**src/rtl/bsg_link_upstream_sched_pkg.sv**
```systemverilog
// Shared types and helpers for the upstream link scheduler.
package bsg_link_sched_pkg;

  // Scheduler state: IDLE arbitrates freely, BUSY is locked to one requester
  typedef enum logic {
    IDLE = 1'b0,
    BUSY = 1'b1
  } sched_state_e;

  // Bits needed to hold a credit count from 0 up to and including credits
  function automatic int count_width(input int credits);
    return $clog2(credits + 1);
  endfunction

endpackage

```
**src/rtl/bsg_link_upstream_sched_if.sv**
```systemverilog
// Requester-side and link-side handshake bundle for the upstream scheduler.
// The master side is the environment (requesters plus link), the slave side
// is the scheduler itself.
interface bsg_link_upstream_sched_if #(
  parameter int els_p   = 4,
  parameter int width_p = 64
);

  logic [els_p-1:0]         req_valid_i;
  logic [els_p*width_p-1:0] req_data_i;
  logic [els_p-1:0]         req_last_i;
  logic [els_p-1:0]         req_ready_o;
  logic                     link_valid_o;
  logic [width_p-1:0]       link_data_o;
  logic                     link_ready_i;

  modport master (
    output req_valid_i,
    output req_data_i,
    output req_last_i,
    output link_ready_i,
    input  req_ready_o,
    input  link_valid_o,
    input  link_data_o
  );

  modport slave (
    input  req_valid_i,
    input  req_data_i,
    input  req_last_i,
    input  link_ready_i,
    output req_ready_o,
    output link_valid_o,
    output link_data_o
  );

endinterface

```
**src/rtl/bsg_link_upstream_sched_rr_pick.sv**
```systemverilog
// Combinational round-robin picker: first set request at or above rr_ptr,
// searching upward with wrap. Built as rotate, priority encode, un-rotate.
module bsg_link_rr_pick #(
  parameter int els_p = 4
) (
  input  logic [els_p-1:0]         req,
  input  logic [$clog2(els_p)-1:0] rr_ptr,
  output logic [$clog2(els_p)-1:0] grant,
  output logic                     any_valid
);

  localparam int ptr_w = $clog2(els_p);

  logic [2*els_p-1:0] doubled;
  logic [els_p-1:0]   rotated;
  logic [ptr_w-1:0]   offset;
  logic [ptr_w:0]     sum;

  // Rotate so rr_ptr lands at bit 0, take the lowest set bit, then rotate back
  always_comb begin
    doubled = {req, req};
    rotated = doubled[rr_ptr +: els_p];
    offset  = '0;
    for (int i = els_p - 1; i >= 0; i--) begin
      if (rotated[i]) offset = ptr_w'(i);
    end
    sum = {1'b0, offset} + {1'b0, rr_ptr};
    if (sum >= (ptr_w + 1)'(els_p)) sum = sum - (ptr_w + 1)'(els_p);
    grant     = sum[ptr_w-1:0];
    any_valid = |req;
  end

endmodule

```
**src/rtl/bsg_link_upstream_sched.sv**
```systemverilog
// Core-side scheduler sharing one link upstream port among els_p requesters.
// Round-robin between messages, locked to one requester for the length of a
// multi-flit message, with issue gated by a local credit counter.
module bsg_link_upstream_sched
  import bsg_link_sched_pkg::*;
#(
  parameter int els_p     = 4,
  parameter int width_p   = 64,
  parameter int credits_p = 16
) (
  input  logic                                core_clk_i,
  input  logic                                core_reset_n_i,
  bsg_link_upstream_sched_if.slave            io,
  input  logic                                credit_return_i,
  output logic [$clog2(els_p)-1:0]            grant_id_o,
  output logic [count_width(credits_p)-1:0]   credit_count_o,
  output logic                                busy_o,
  output logic                                error_o
);

  localparam int ptr_w = $clog2(els_p);
  localparam int cnt_w = count_width(credits_p);
  localparam logic [cnt_w-1:0] credits_full = cnt_w'(credits_p);

  sched_state_e     state_q, state_d;
  logic [ptr_w-1:0] rr_ptr_q, rr_ptr_d;
  logic [ptr_w-1:0] lock_q, lock_d;
  logic [cnt_w-1:0] count_q, count_d;
  logic             error_q, error_d;

  logic [ptr_w-1:0] pick_grant;
  logic             any_valid;
  logic [ptr_w-1:0] grant;
  logic             have_credit;
  logic             transfer;
  logic             grant_last;

  // Step an index by one, wrapping at els_p (els_p need not be a power of 2)
  function automatic logic [ptr_w-1:0] wrap_inc(input logic [ptr_w-1:0] p);
    if (p == ptr_w'(els_p - 1)) return '0;
    return p + ptr_w'(1);
  endfunction

  bsg_link_rr_pick #(
    .els_p(els_p)
  ) rr_pick (
    .req      (io.req_valid_i),
    .rr_ptr   (rr_ptr_q),
    .grant    (pick_grant),
    .any_valid(any_valid)
  );

  // The lock owns the grant while a message is open; otherwise round-robin
  always_comb begin
    grant = rr_ptr_q;
    if (state_q == BUSY) grant = lock_q;
    else if (any_valid) grant = pick_grant;
  end

  // Zero-latency issue path; reset forces the handshake outputs quiet
  always_comb begin
    have_credit     = (count_q != '0);
    io.link_valid_o = core_reset_n_i & io.req_valid_i[grant] & have_credit;
    io.link_data_o  = io.req_data_i[grant*width_p +: width_p];
    io.req_ready_o  = '0;
    if (core_reset_n_i & io.link_ready_i & have_credit) io.req_ready_o[grant] = 1'b1;
    transfer   = core_reset_n_i & io.req_valid_i[grant] & have_credit & io.link_ready_i;
    grant_id_o = core_reset_n_i ? grant : '0;
  end

  // Next state, pointer, lock, credit and error values
  always_comb begin
    state_d    = state_q;
    rr_ptr_d   = rr_ptr_q;
    lock_d     = lock_q;
    count_d    = count_q;
    error_d    = error_q;
    grant_last = io.req_last_i[grant];
    case (state_q)
      IDLE: begin
        if (transfer) begin
          if (grant_last) begin
            rr_ptr_d = wrap_inc(grant);
          end else begin
            state_d = BUSY;
            lock_d  = grant;
          end
        end
      end
      BUSY: begin
        if (transfer && grant_last) begin
          state_d  = IDLE;
          rr_ptr_d = wrap_inc(lock_q);
        end
      end
      default: state_d = IDLE;
    endcase
    if (transfer && !credit_return_i) begin
      count_d = count_q - cnt_w'(1);
    end else if (!transfer && credit_return_i) begin
      if (count_q == credits_full) error_d = 1'b1;
      else count_d = count_q + cnt_w'(1);
    end
  end

  // FSM state register
  always_ff @(posedge core_clk_i or negedge core_reset_n_i) begin
    if (!core_reset_n_i) state_q <= IDLE;
    else state_q <= state_d;
  end

  // Pointer, lock, credit counter and sticky error registers
  always_ff @(posedge core_clk_i or negedge core_reset_n_i) begin
    if (!core_reset_n_i) begin
      rr_ptr_q <= '0;
      lock_q   <= '0;
      count_q  <= credits_full;
      error_q  <= 1'b0;
    end else begin
      rr_ptr_q <= rr_ptr_d;
      lock_q   <= lock_d;
      count_q  <= count_d;
      error_q  <= error_d;
    end
  end

  assign busy_o         = (state_q == BUSY);
  assign credit_count_o = count_q;
  assign error_o        = error_q;

endmodule

```
**src/flat_wrapper.sv**
```systemverilog
// flat-port wrapper written by rule: the top's interface ports become plain ports
module bsg_link_upstream_sched_flat import bsg_link_sched_pkg::*;
#(
  parameter int els_p     = 4,
  parameter int width_p   = 64,
  parameter int credits_p = 16
)
  (core_clk_i, core_reset_n_i, credit_return_i, grant_id_o, credit_count_o, busy_o, error_o, io_req_valid_i, io_req_data_i, io_req_last_i, io_link_ready_i, io_req_ready_o, io_link_valid_o, io_link_data_o);
  bsg_link_upstream_sched_if #(.els_p(els_p), .width_p(width_p)) io_i ();
  input  logic core_clk_i;
  input  logic core_reset_n_i;
  input  logic credit_return_i;
  output logic [$clog2(els_p)-1:0] grant_id_o;
  output logic [count_width(credits_p)-1:0] credit_count_o;
  output logic busy_o;
  output logic error_o;
  input wire logic [$bits(io_i.req_valid_i)-1:0] io_req_valid_i;
  input wire logic [$bits(io_i.req_data_i)-1:0] io_req_data_i;
  input wire logic [$bits(io_i.req_last_i)-1:0] io_req_last_i;
  input wire logic [$bits(io_i.link_ready_i)-1:0] io_link_ready_i;
  output wire logic [$bits(io_i.req_ready_o)-1:0] io_req_ready_o;
  output wire logic [$bits(io_i.link_valid_o)-1:0] io_link_valid_o;
  output wire logic [$bits(io_i.link_data_o)-1:0] io_link_data_o;
  assign io_i.req_valid_i = io_req_valid_i;
  assign io_i.req_data_i = io_req_data_i;
  assign io_i.req_last_i = io_req_last_i;
  assign io_i.link_ready_i = io_link_ready_i;
  assign io_req_ready_o = io_i.req_ready_o;
  assign io_link_valid_o = io_i.link_valid_o;
  assign io_link_data_o = io_i.link_data_o;
  bsg_link_upstream_sched #(.els_p(els_p), .width_p(width_p), .credits_p(credits_p)) u_core (.core_clk_i(core_clk_i), .core_reset_n_i(core_reset_n_i), .io(io_i), .credit_return_i(credit_return_i), .grant_id_o(grant_id_o), .credit_count_o(credit_count_o), .busy_o(busy_o), .error_o(error_o));
endmodule
```
**config.mk**
```make
export PLATFORM = sky130hd
export DESIGN_NAME = bsg_link_upstream_sched_flat
export DESIGN_NICKNAME = d
export VERILOG_FILES = /design/src/rtl/bsg_link_upstream_sched_pkg.sv /design/src/rtl/bsg_link_upstream_sched_if.sv /design/src/rtl/bsg_link_upstream_sched_rr_pick.sv /design/src/rtl/bsg_link_upstream_sched.sv /design/src/flat_wrapper.sv
export SDC_FILE = /design/constraint.sdc
export NUM_CORES = 1
export LEC_CHECK = 0
export CORE_AREA = 2 2 133 135
export CTS_CLUSTER_SIZE = 8
export DETAILED_ROUTE_END_ITERATION = 8
export DIE_AREA = 0 0 135 137
export PLACE_DENSITY_LB_ADDON = 0.12
export RECOVER_POWER = 50
export SLEW_MARGIN = 10
export SYNTH_ARGS = -nofsm -noshare
export SYNTH_HDL_FRONTEND = slang
export SYNTH_HIERARCHICAL = 1
export SYNTH_SLANG_ARGS = --single-unit
```
**constraint.sdc**
```tcl
create_clock -name core_clk_i -period 3.6 [get_ports core_clk_i]
set_input_delay 0.72 -clock core_clk_i [delete_from_list [all_inputs] [get_ports core_clk_i]]
set_output_delay 0.72 -clock core_clk_i [all_outputs]
set_load 0.02 [all_outputs]
```
==> results.yml, run 1 <==
sta:
  drv_slew: 0
  rsz0062_at_grt: "true"
  finalWorstSetupSlack_ns: -0.3555
  tightest_slew_ns: 0.6792
  finClkSkew_ns: 0.002526
  finalSetupViolations: 70
  hold_viol: 0
  final.min_clock_period_ns: 3.955
  fin_crit_sh_pct: 109.9
  timing.fmax_ghz: 0.2528
  slew_headroom_pct: 54.72
synthesis:
  async_reset_ff_share_pct: 100.0
  synth_edf_count: 0
  ys_warn_count: 6
  syn_area_um2: 2666
  ys_types: 45
  syn_inst: 201
  seq_area_frac_synth_pct: 10.37
  synth_flop_cell: "dfrtp_1"
  avgSynthCellArea_um2: 13.27
  synth_nets: 481
  synth_seq_cells: 11
critical_path:
  critPathCaptureType: "flip-flop"
  cp.buffers_inverters: 2
  start_kind: "input port"
  reg2reg_from: "u_core/rr_ptr_q[0]"
  crit_chain: "buf_12 > nor3_2 > a31oi_1 > o211ai_1 > ha_2 > xor2_2 > xnor2_1 > mux2_4 > mux2_4 > a311o_1 > and2_4 > inv_2 > ha_4 > ha_4 > nor2b_1 > o21a_1 > o21a_1 > nor3_2 > xor2_1"
  path_max_fanout: 7
  max_stage_delay_ns: 0.35
  worstPathArrival_ns: 4.12
  path_class: "in -> reg"
  reg2reg_to: "u_core/credit_count_o[4]"
  crit_family: "compound AO/OA/AOI/OAI gates"
  reg2reg_slack_ns: -0.28
  rr_worst_depth: 19
  crit_required_ns: 3.76
  critical_path.slowest_cell: "a311o_1"
placed_design:
  gp_congestion: 1.047
  dp_hpwl_um: 16710
  dpl_cell_area_um2: 6738
  post-place-ws_ns: -1.167
  io_buffers: 345
grt:
  grt_start_max_net_pins: 39
  grt_first_pass_wirelength_um: 26790
  overflow: 0
  grt_usage_pct: 19.76
  antenna_found_initial: 8
  grt_pass1_vias: 4112
clock_network:
  clkTransAtPathRegs_ns: 0.04
  cts.sinks: 11
  htreeDepth: 1
  cts_max_path_buffers: 2
  clk_latency_ns: 0.23
  cts-root-buf: "clkbuf_16"
  tritoncts: "done"
  cts_buffers: 3
floorplan:
  core_um2: 17060
  fp.dieH_um: 137
  ioPinCount: 346
  die_w_um: 135
  rows: 48
  dieArea_um2: 18500
  start_util_pct: 15.63
min_path:
  holdPathEnd: "u_core/error_o"
  min-delay-path-class: "reg -> reg"
  hold_start: "u_core/error_o"
  hold_depth: 1
drt:
  routedWlPerCell_um: 24.10
  viasPerCell: 4.439
  routed-via-count: 3671
  wirelength_um: 19930
  antenna_left: 0
  drcViolationCount: 0
  dr.first_iter.drc_count: 94
  dr.pass1.iters: 4
power_and_ir_drop:
  power.internal_mw: 4.131
  powerDensity_nw_per_um2: 1045
  power_frac_seq_pct: 4.2
  p_clk_share_pct: 2.7
  ir_worst_vdd_v: 0.0005046
  netSwitchingPower_mw: 3.376
  swShare_pct: 44.97
  p_leak_nw: 2.802
  p_comb_share_pct: 93.1
finish:
  post-route-cell-area_um2: 7186
  nets: 878
  area_growth_pct: 169.5
  drive_above_1_share_pct: 41.37
status:
  violations: "setup timing"
  status: "finished with violations"
job:
  maxCapViolations: 0
==> cells by family after synthesis <==
family | share of synthesized area (%)
compound gates | 6.758
xor+xnor | 1.971
fa+ha+maj | 5.913
buf+inv | 5.537
flops | 10.37
mux | 61.24
simple gates | 8.212
==> timing repair <==
action / CTS / global route
setup buffers: 12 / 4
setup endpoints to repair: 82 / 76
pin swaps: 18 / 17
cloned: 2 / 5
resized for setup: 365 / 78
hold buffers: 0 / 0
==> layer usage <==
| metal | GRT usage (%) | part of all wire (%) |
|---|---|---|
| met3 | 7.630 | 9.5 |
| met4 | 4.861 | 1.9 |
| met5 | 0 | 0.22 |
| met2 | 35.76 | 52 |
| met1 | 21.77 | 36 |
==> state kept, by name (all words and copies together), names as in the netlist, named ones only <==
name and flops:
u_core/rr_ptr_q 2, u_core/credit_count_o 5, u_core/lock_q 2, u_core/error_o 1
==> synth_stat cells, types with 3 or more instances <==
library cell / number / area [µm²]
buf_1: 4 / 15.01
o21ai_0: 6 / 30.03
nor3_1: 4 / 20.02
buf_6: 5 / 56.30
nand2_1: 8 / 30.03
nor2_1: 6 / 22.52
inv_1: 9 / 33.78
buf_2: 4 / 20.02
mux2i_1: 3 / 30.03
xor2_1: 4 / 35.03
mux2_2: 7 / 78.83
and2_1: 5 / 31.28
nand2b_1: 3 / 18.77
nand3_1: 4 / 20.02
ha_1: 11 / 137.6
dfrtp_1: 10 / 250.2
mux4_2: 66 / 1486
a21oi_1: 4 / 20.02
==> worst reg2reg max path: stages, from the launching register on <==
cell and delay [ns]:
dfrtp_1 0.54, nand2_1 0.13, nor2_1 0.10, o21ai_1 0.08
o211ai_1 0.12, ha_2 0.22, xor2_2 0.16, xnor2_1 0.08
mux2_4 0.28, mux2_4 0.30, a311o_1 0.35, and2_4 0.16
inv_2 0.06, ha_4 0.16, ha_4 0.20, nor2b_1 0.12
o21a_1 0.18, o21a_1 0.19, nor3_2 0.23, xor2_1 0.16
==> power groups by stage <==
stage,registers (mW),clock network [mW],logic (mW)
3_5_place_dp,0.311,0,6.28
4_1_cts,0.315,0.205,6.34
5_1_grt,0.333,0.213,7.37
2_1_floorplan,0.306,0,3.50
6_report,0.317,0.201,6.99
3_3_place_gp,0.311,0,6.29
==> how the worst max path moves through the flow <==
stage                                 start                       end  slack [ns]  cells past startpoint
after floorplan           io_req_valid_i[0]  u_core/credit_count_o[4]       -0.26                     19
after global routing      io_req_valid_i[0]  u_core/credit_count_o[4]       -0.49                     19
final                     io_req_valid_i[0]  u_core/credit_count_o[4]       -0.36                     19
after detailed placement  io_req_valid_i[1]  u_core/credit_count_o[4]       -1.17                     20
after CTS                 io_req_valid_i[1]  u_core/credit_count_o[4]       -0.34                     20
after global placement    io_req_valid_i[1]  u_core/credit_count_o[4]       -1.16                     21
==> cell usage in the layout (no fill, tap or decap), drive strengths merged, types with 2 or more instances in the layout <==
cell             n
o21a             2
nor4             2
and2             5
xnor2            2
o21ai            7
inv             12
nor3             4
xor2             4
nor3b            2
a311o            2
nor2             6
mux2i            3
a21oi            4
nand3            4
nand2b           3
diode            5
ha              11
mux4            66
clkdlybuf4s50  267
mux2            11
dlygate4sd3      3
clkbuf           9
nand4            2
o211ai           2
nand2            8
a31o             2
dfrtp           10
buf            131
==> through the flow <==
step	utilization (%)	power [mW]	instances	TNS, ns	hold WS (ns)
2_1_floorplan	-	3.811	201	-0.3398	0.4244
3_3_place_gp	39.50	6.597	798	-80.95	0.4642
3_5_place_dp	39.50	6.587	798	-81.35	0.4738
4_1_cts	40.16	6.859	816	-12.23	0.4833
5_1_grt	42.11	7.916	826	-22.03	0.4951
6_report	42.13	7.507	827	-14.91	0.4676
==> area by class of cell <==
type	count	area, µm²
multi-input cells	164	2417
repair inverters	1	8.758
diodes	5	12.51
clock buffers	4	78.83
repair buffers	406	4061
inverters	11	48.80
flip-flops and latches	11	276.5
fillers	1660	9871
well taps	225	281.5
Power figures use the tool's default switching activity.
==> run 2, diff against run 1 <==
SETUP_SLACK_MARGIN = 0.02   (was not set)
SYNTH_HIERARCHICAL = not set   (was 1)
clock period = 4.7 ns   (was 3.6 ns; I/O delays follow)
==> run 2 against run 1 <==
  * The run now ends clean
  * Power decreased by 25%
  * Routed wire length increased by 2.7%
  * Hold slack got worse by 0.0097 ns
  * Area after synthesis increased by 40%
  * Critical path depth decreased by 2
  * Clock skew decreased by 0.0019 ns
  * Setup slack improved by 0.51 ns
  * Critical endpoint is now io_link_data_o[54]
==> results.yml, run 2 <==
critical_path:
  reg2reg_slack_ns: 0.86
  reg2reg_to: "u_core.credit_count_o[4]"
  rr_worst_depth: 22
  start_kind: "input port"
  worstPathArrival_ns: 3.61
  path_class: "in -> out"
  critPathCaptureType: "output port"
  path_max_fanout: 14
  reg2reg_from: "u_core.rr_ptr_q[1]"
  crit_required_ns: 3.76
sta:
  slew_headroom_pct: 48.51
  fin_tns_setup_ns: 0
  rsz0062_at_grt: "true"
  hold_slack_ns: 0.4578
  tightest_slew_ns: 0.7529
  fin_crit_sh_pct: 96.82
  timing.fmax_ghz: 0.2198
  finalWorstSetupSlack_ns: 0.1496
  drv_slew: 0
  finalSetupViolations: 0
  final.min_clock_period_ns: 4.550
  finClkSkew_ns: 0.0005796
  hold_viol: 0
clock_network:
  cts_buffers: 3
  clkTransAtPathRegs_ns: 0.04
  htreeDepth: 1
  cts_hold_buf: 0
  clk_latency_ns: 0.24
  cts_max_path_buffers: 2
  cts-root-buf: "clkbuf_16"
  cts.sinks: 11
  tritoncts: "done"
grt:
  grt_first_pass_wirelength_um: 29300
  overflow: 0
  grt_pass1_vias: 5222
  antenna_found_initial: 2
  grt_start_max_net_pins: 29
  grt_usage_pct: 20.19
synthesis:
  synth_flop_cell: "dfrtp_1"
  synth.top_cell.area_share_pct: 27.26
  async_reset_ff_share_pct: 100.0
  avgSynthCellArea_um2: 6.466
  synth_edf_count: 0
  syn_inst: 577
  seq_area_frac_synth_pct: 7.411
  ys_types: 59
  ys_top_cells_by_area: "nand2_1 (27%), a31oi_2 (12%), and3_1 (7.0%)"
  ys_warn_count: 0
  synth.most_common_cell: "nand2_1"
  yosysTopAreaCell: "nand2_1"
  syn_area_um2: 3731
  synth_seq_cells: 11
  synth_commonest_cells: "nand2_1 (271), and3_1 (42), a31oi_2 (36), clkbuf_1 (30), a31oi_1 (24)"
  synth_nets: 855
finish:
  nets: 1244
  largest_register_ffs: 5
  mostFrequentLayoutCell: "nand2_1"
  final_cells: 1192
  area_growth_pct: 115.8
  final_cell_mix: "nand2_1 (271), clkdlybuf4s50_1 (262), buf_4 (85)"
  n_fill_cell: 1812
  multi_input_area_um2: 3309
  ff_latch_area_um2: 276.5
  drive_above_1_share_pct: 27.05
power_and_ir_drop:
  ir_worst_vdd_v: 0.0003616
  p_leak_nw: 3.540
  powerDensity_nw_per_um2: 695.0
  finalPower_mw: 5.596
drt:
  dr.pass1.iters: 4
  wirelength_um: 20480
  routed-via-count: 5401
  routedWlPerCell_um: 17.18
  drcViolationCount: 0
  dr.first_iter.drc_count: 232
  viasPerCell: 4.531
  antenna_left: 0
placed_design:
  dp_cells: 1175
  gp_congestion: 0.8868
  io_buffers: 345
  dp_hpwl_um: 16630
  post-place-ws_ns: -0.7282
min_path:
  hold_depth: 1
  hold_start: "u_core.error_o"
  holdPathEnd: "u_core.error_o"
  min-delay-path-class: "reg -> reg"
floorplan:
  core_um2: 17060
  start_util_pct: 21.87
  dieArea_um2: 18500
  fp.dieH_um: 137
  die_w_um: 135
  ioPinCount: 346
  rows: 48
status:
  status: "finished, final reports clean"
job:
  maxCapViolations: 0
run 2: worst max-delay path, cell delays in order:
cell and delay [ns]:
dlygate4sd2_1 0.25, inv_2 0.08, nor2_2 0.05, a21oi_1 0.10, nor2_1 0.07, a21oi_2 0.12, a21oi_2 0.10, ha_4 0.21
or4b_4 0.51, nand4_1 0.18, o31ai_4 0.09, nand2_4 0.17, clkinv_8 0.09, buf_12 0.16, clkbuf_16 0.18, a31oi_2 0.12
buf_4 0.16
run 2: per-layer routing:
layer,track usage [%],vias to the layer above,wire (µm)
li1,-,2766,-
met1,24.57,2435,8250
met2,36.86,184,10450
met3,4.185,16,1486
met4,3.819,0,291
met5,0,-,0
run 2: how the worst max path moves through the flow:
stage	end	start	cells past startpoint
after floorplan	io_link_valid_o	io_req_valid_i[3]	11
after global placement	io_link_data_o[63]	io_req_valid_i[0]	16
after detailed placement	io_link_data_o[63]	io_req_valid_i[0]	16
after CTS	io_link_data_o[15]	io_req_valid_i[0]	18
after global routing	io_link_data_o[58]	io_req_valid_i[0]	17
final	io_link_data_o[54]	io_req_valid_i[0]	17
run 2: area by class of cell:
type	count	share of cell area (%)
Tap cell	225	3.497
Sequential cell	11	3.434
Multi-Input combinational cell	506	41.10
Antenna cell	2	0.06216
Clock buffer	4	0.9790
Timing Repair Buffer	432	50.18
Inverter	12	0.7459
run 2: kinds of logic after synthesis:
logic type                 share of synthesized area, %
muxes                                             3.420
AOI/OAI and AO/OA                                 25.99
xor gates and xnor gates                          1.174
DFF                                               7.411
adders and majority gates                         3.555
and+or+nand+nor                                   49.93
buffers and inverters                             8.518
run 2: stage by stage:
stage          area [µm²]  utilization (%)
6_report             8051            47.21
3_3_place_gp         7934            46.52
4_1_cts              8051            47.21
2_1_floorplan        3731                -
5_1_grt              8051            47.21
3_5_place_dp         7934            46.52
run 2: what timing repair did:
item | in CTS | in global routing
hold endpoints to repair | 0 | 0
endpoints found under the setup margin | 73 | 72
pin swaps | 5 | 14
buffers inserted | 5 | 5
gates resized for setup | 235 | 118
gates cloned | 1 | 1
run 2: where the power goes:
| part | total (mW) | internal [mW] | switching [mW] |
|---|---|---|---|
| combinational | 5.22 | 2.39 | 2.83 |
| sequential | 0.218 | 0.140 | 0.0777 |
| clock | 0.157 | 0.114 | 0.0428 |
==> run 3, diff against run 2 <==
RECOVER_POWER = 25   (was 50)
==> run 3 against run 2 <==
  * Cell area rose by 0.30%
  * Largest power group unchanged
  * First-iteration DRC count is 3.4% lower
  * Maximum frequency shrank 0.56%
  * Hold slack about the same
  * Global-route usage unchanged
  * Highest routed layer unchanged
==> results.yml, run 3 (synthesis gave the netlist of run 2 again) <==
finish:
  largest_register_ffs: 5
  final_cells: 1192
  final_cell_mix: "nand2_1 (271), clkdlybuf4s50_1 (263), buf_4 (87)"
  mostFrequentLayoutCell: "nand2_1"
  area_growth_pct: 116.4
  multi_input_area_um2: 3319
  ff_latch_area_um2: 276.5
  n_fill_cell: 1805
  nets: 1244
  drive_above_1_share_pct: 27.36
drt:
  drcViolationCount: 0
  dr.first_iter.drc_count: 224
  wirelength_um: 20520
  viasPerCell: 4.523
  antenna_left: 0
  routedWlPerCell_um: 17.21
  dr.pass1.iters: 4
  routed-via-count: 5392
grt:
  grt_first_pass_wirelength_um: 29300
  grtUsageMet2_pct: 36.86
  grtUsageMet1_pct: 24.57
  grt_pass1_vias: 5222
  grt_start_max_net_pins: 29
  grt_busiest_layer: "met2"
  grtUsageMet3_pct: 4.185
  overflow: 0
  antenna_found_initial: 2
  grt_usage_pct: 20.19
critical_path:
  critical_path.slowest_cell: "or4b_4"
  start_kind: "input port"
  path_max_fanout: 14
  path_class: "in -> out"
  worstPathArrival_ns: 3.64
  critPathCaptureType: "output port"
  crit_chain: "dlygate4sd2_1 > inv_2 > nor2_4 > a21oi_1 > nor2_1 > a21oi_2 > a21oi_2 > ha_4 > or4b_4 > nand4_1 > o31ai_4 > nand2_4 > clkinv_8 > buf_12 > clkbuf_16 > a31oi_2 > buf_4"
  crit_top_cell: "a21oi_2"
  crit_required_ns: 3.76
  max_stage_delay_ns: 0.51
sta:
  hold_viol: 0
  fin_crit_sh_pct: 97.36
  slew_headroom_pct: 48.51
  finClkSkew_ns: 0.0004917
  tightest_slew_ns: 0.7529
  finalSetupViolations: 0
  fin_tns_setup_ns: 0
  drv_slew: 0
  final.min_clock_period_ns: 4.576
  timing.fmax_ghz: 0.2185
  rsz0062_at_grt: "true"
clock_network:
  clkTransAtPathRegs_ns: 0.04
  cts_buffers: 3
  cts_max_path_buffers: 2
  cts-root-buf: "clkbuf_16"
  htreeDepth: 1
  cts.sinks: 11
  tritoncts: "done"
  clk_latency_ns: 0.24
power_and_ir_drop:
  powerDensity_nw_per_um2: 696.0
  ir_worst_vdd_v: 0.0003648
  p_leak_nw: 3.545
floorplan:
  start_util_pct: 21.87
  rows: 48
  core_um2: 17060
  die_w_um: 135
  dieArea_um2: 18500
  fp.dieH_um: 137
  ioPinCount: 346
placed_design:
  gp_congestion: 0.8868
  dp_hpwl_um: 16630
  io_buffers: 345
  dp_cells: 1175
status:
  status: "finished, final reports clean"
job:
  maxCapViolations: 0
min_path:
  min-delay-path-class: "reg -> reg"
run 3: cell types whose count changed in the layout (fill, tap and decap cells not counted), sizes merged:
cell           delta
clkbuf           -12
clkdlybuf4s50     +1
buf              +12
dlygate4sd3       -1
run 3: cell type report:
type / instances / area share, %
repair buffers: 432 / 50.20
diodes: 2 / 0.06198
clock buffers: 4 / 0.9761
flip-flops and latches: 11 / 3.424
inverters: 12 / 0.7437
multi-input cells: 506 / 41.11
well taps: 225 / 3.486
run 3: final timing paths:
kind	from	end	slack, ns	cells after the start
min in group asynchronous	core_reset_n_i	u_core.credit_count_o[3]	1.32	2
min	u_core.error_o	u_core.error_o	0.46	1
min reg2reg	u_core.error_o	u_core.error_o	0.46	1
max	io_req_valid_i[0]	io_link_data_o[54]	0.12	17
max in group asynchronous	core_reset_n_i	u_core.rr_ptr_q[0]	2.92	2
max reg2reg	u_core.rr_ptr_q[1]	u_core.credit_count_o[4]	0.85	22
run 3: power by group:
group	switching (mW)	internal (mW)
Combinational	2.83	2.41
Clock	0.0427	0.114
Sequential	0.0772	0.140
Total	2.95	2.67
run 3: timing repair:
item | in CTS | in global routing
pin swaps | 5 | 14
setup endpoints to repair | 73 | 72
resized for setup | 235 | 118
buffers inserted | 5 | 5
endpoints found under the hold margin | 0 | 0
hold buffers | 0 | 0
gates cloned | 1 | 1
run 3: critical path, delay by kind of cell:
kind / cells / cell delay (ns)
compound gates: 5 / 0.55
buf+inv: 6 / 0.93
simple gates: 5 / 1.00
fa+ha+maj: 1 / 0.21
run 3: layer usage:
| layer | vias up | part of all wire [%] |
|---|---|---|
| li1 | 2768 | - |
| met1 | 2429 | 41 |
| met2 | 179 | 51 |
| met3 | 16 | 6.9 |
| met4 | 0 | 1.4 |
| met5 | - | 0 |
run 3: stage by stage:
stage | worst slack [ns] | total power [mW] | cell area [µm²] | utilization, % | hold slack (ns)
after global placement | -0.6887 | 5.620 | 7934 | 46.52 | 0.4508
after global routing | -0.0004490 | 6.044 | 8075 | 47.34 | 0.4772
after floorplan | 0.04465 | 3.097 | 3731 | - | 0.5468
after CTS | 0.01973 | 5.597 | 8051 | 47.21 | 0.4720
final | 0.1240 | 5.621 | 8075 | 47.34 | 0.4579
after detailed placement | -0.7282 | 5.619 | 7934 | 46.52 | 0.4532
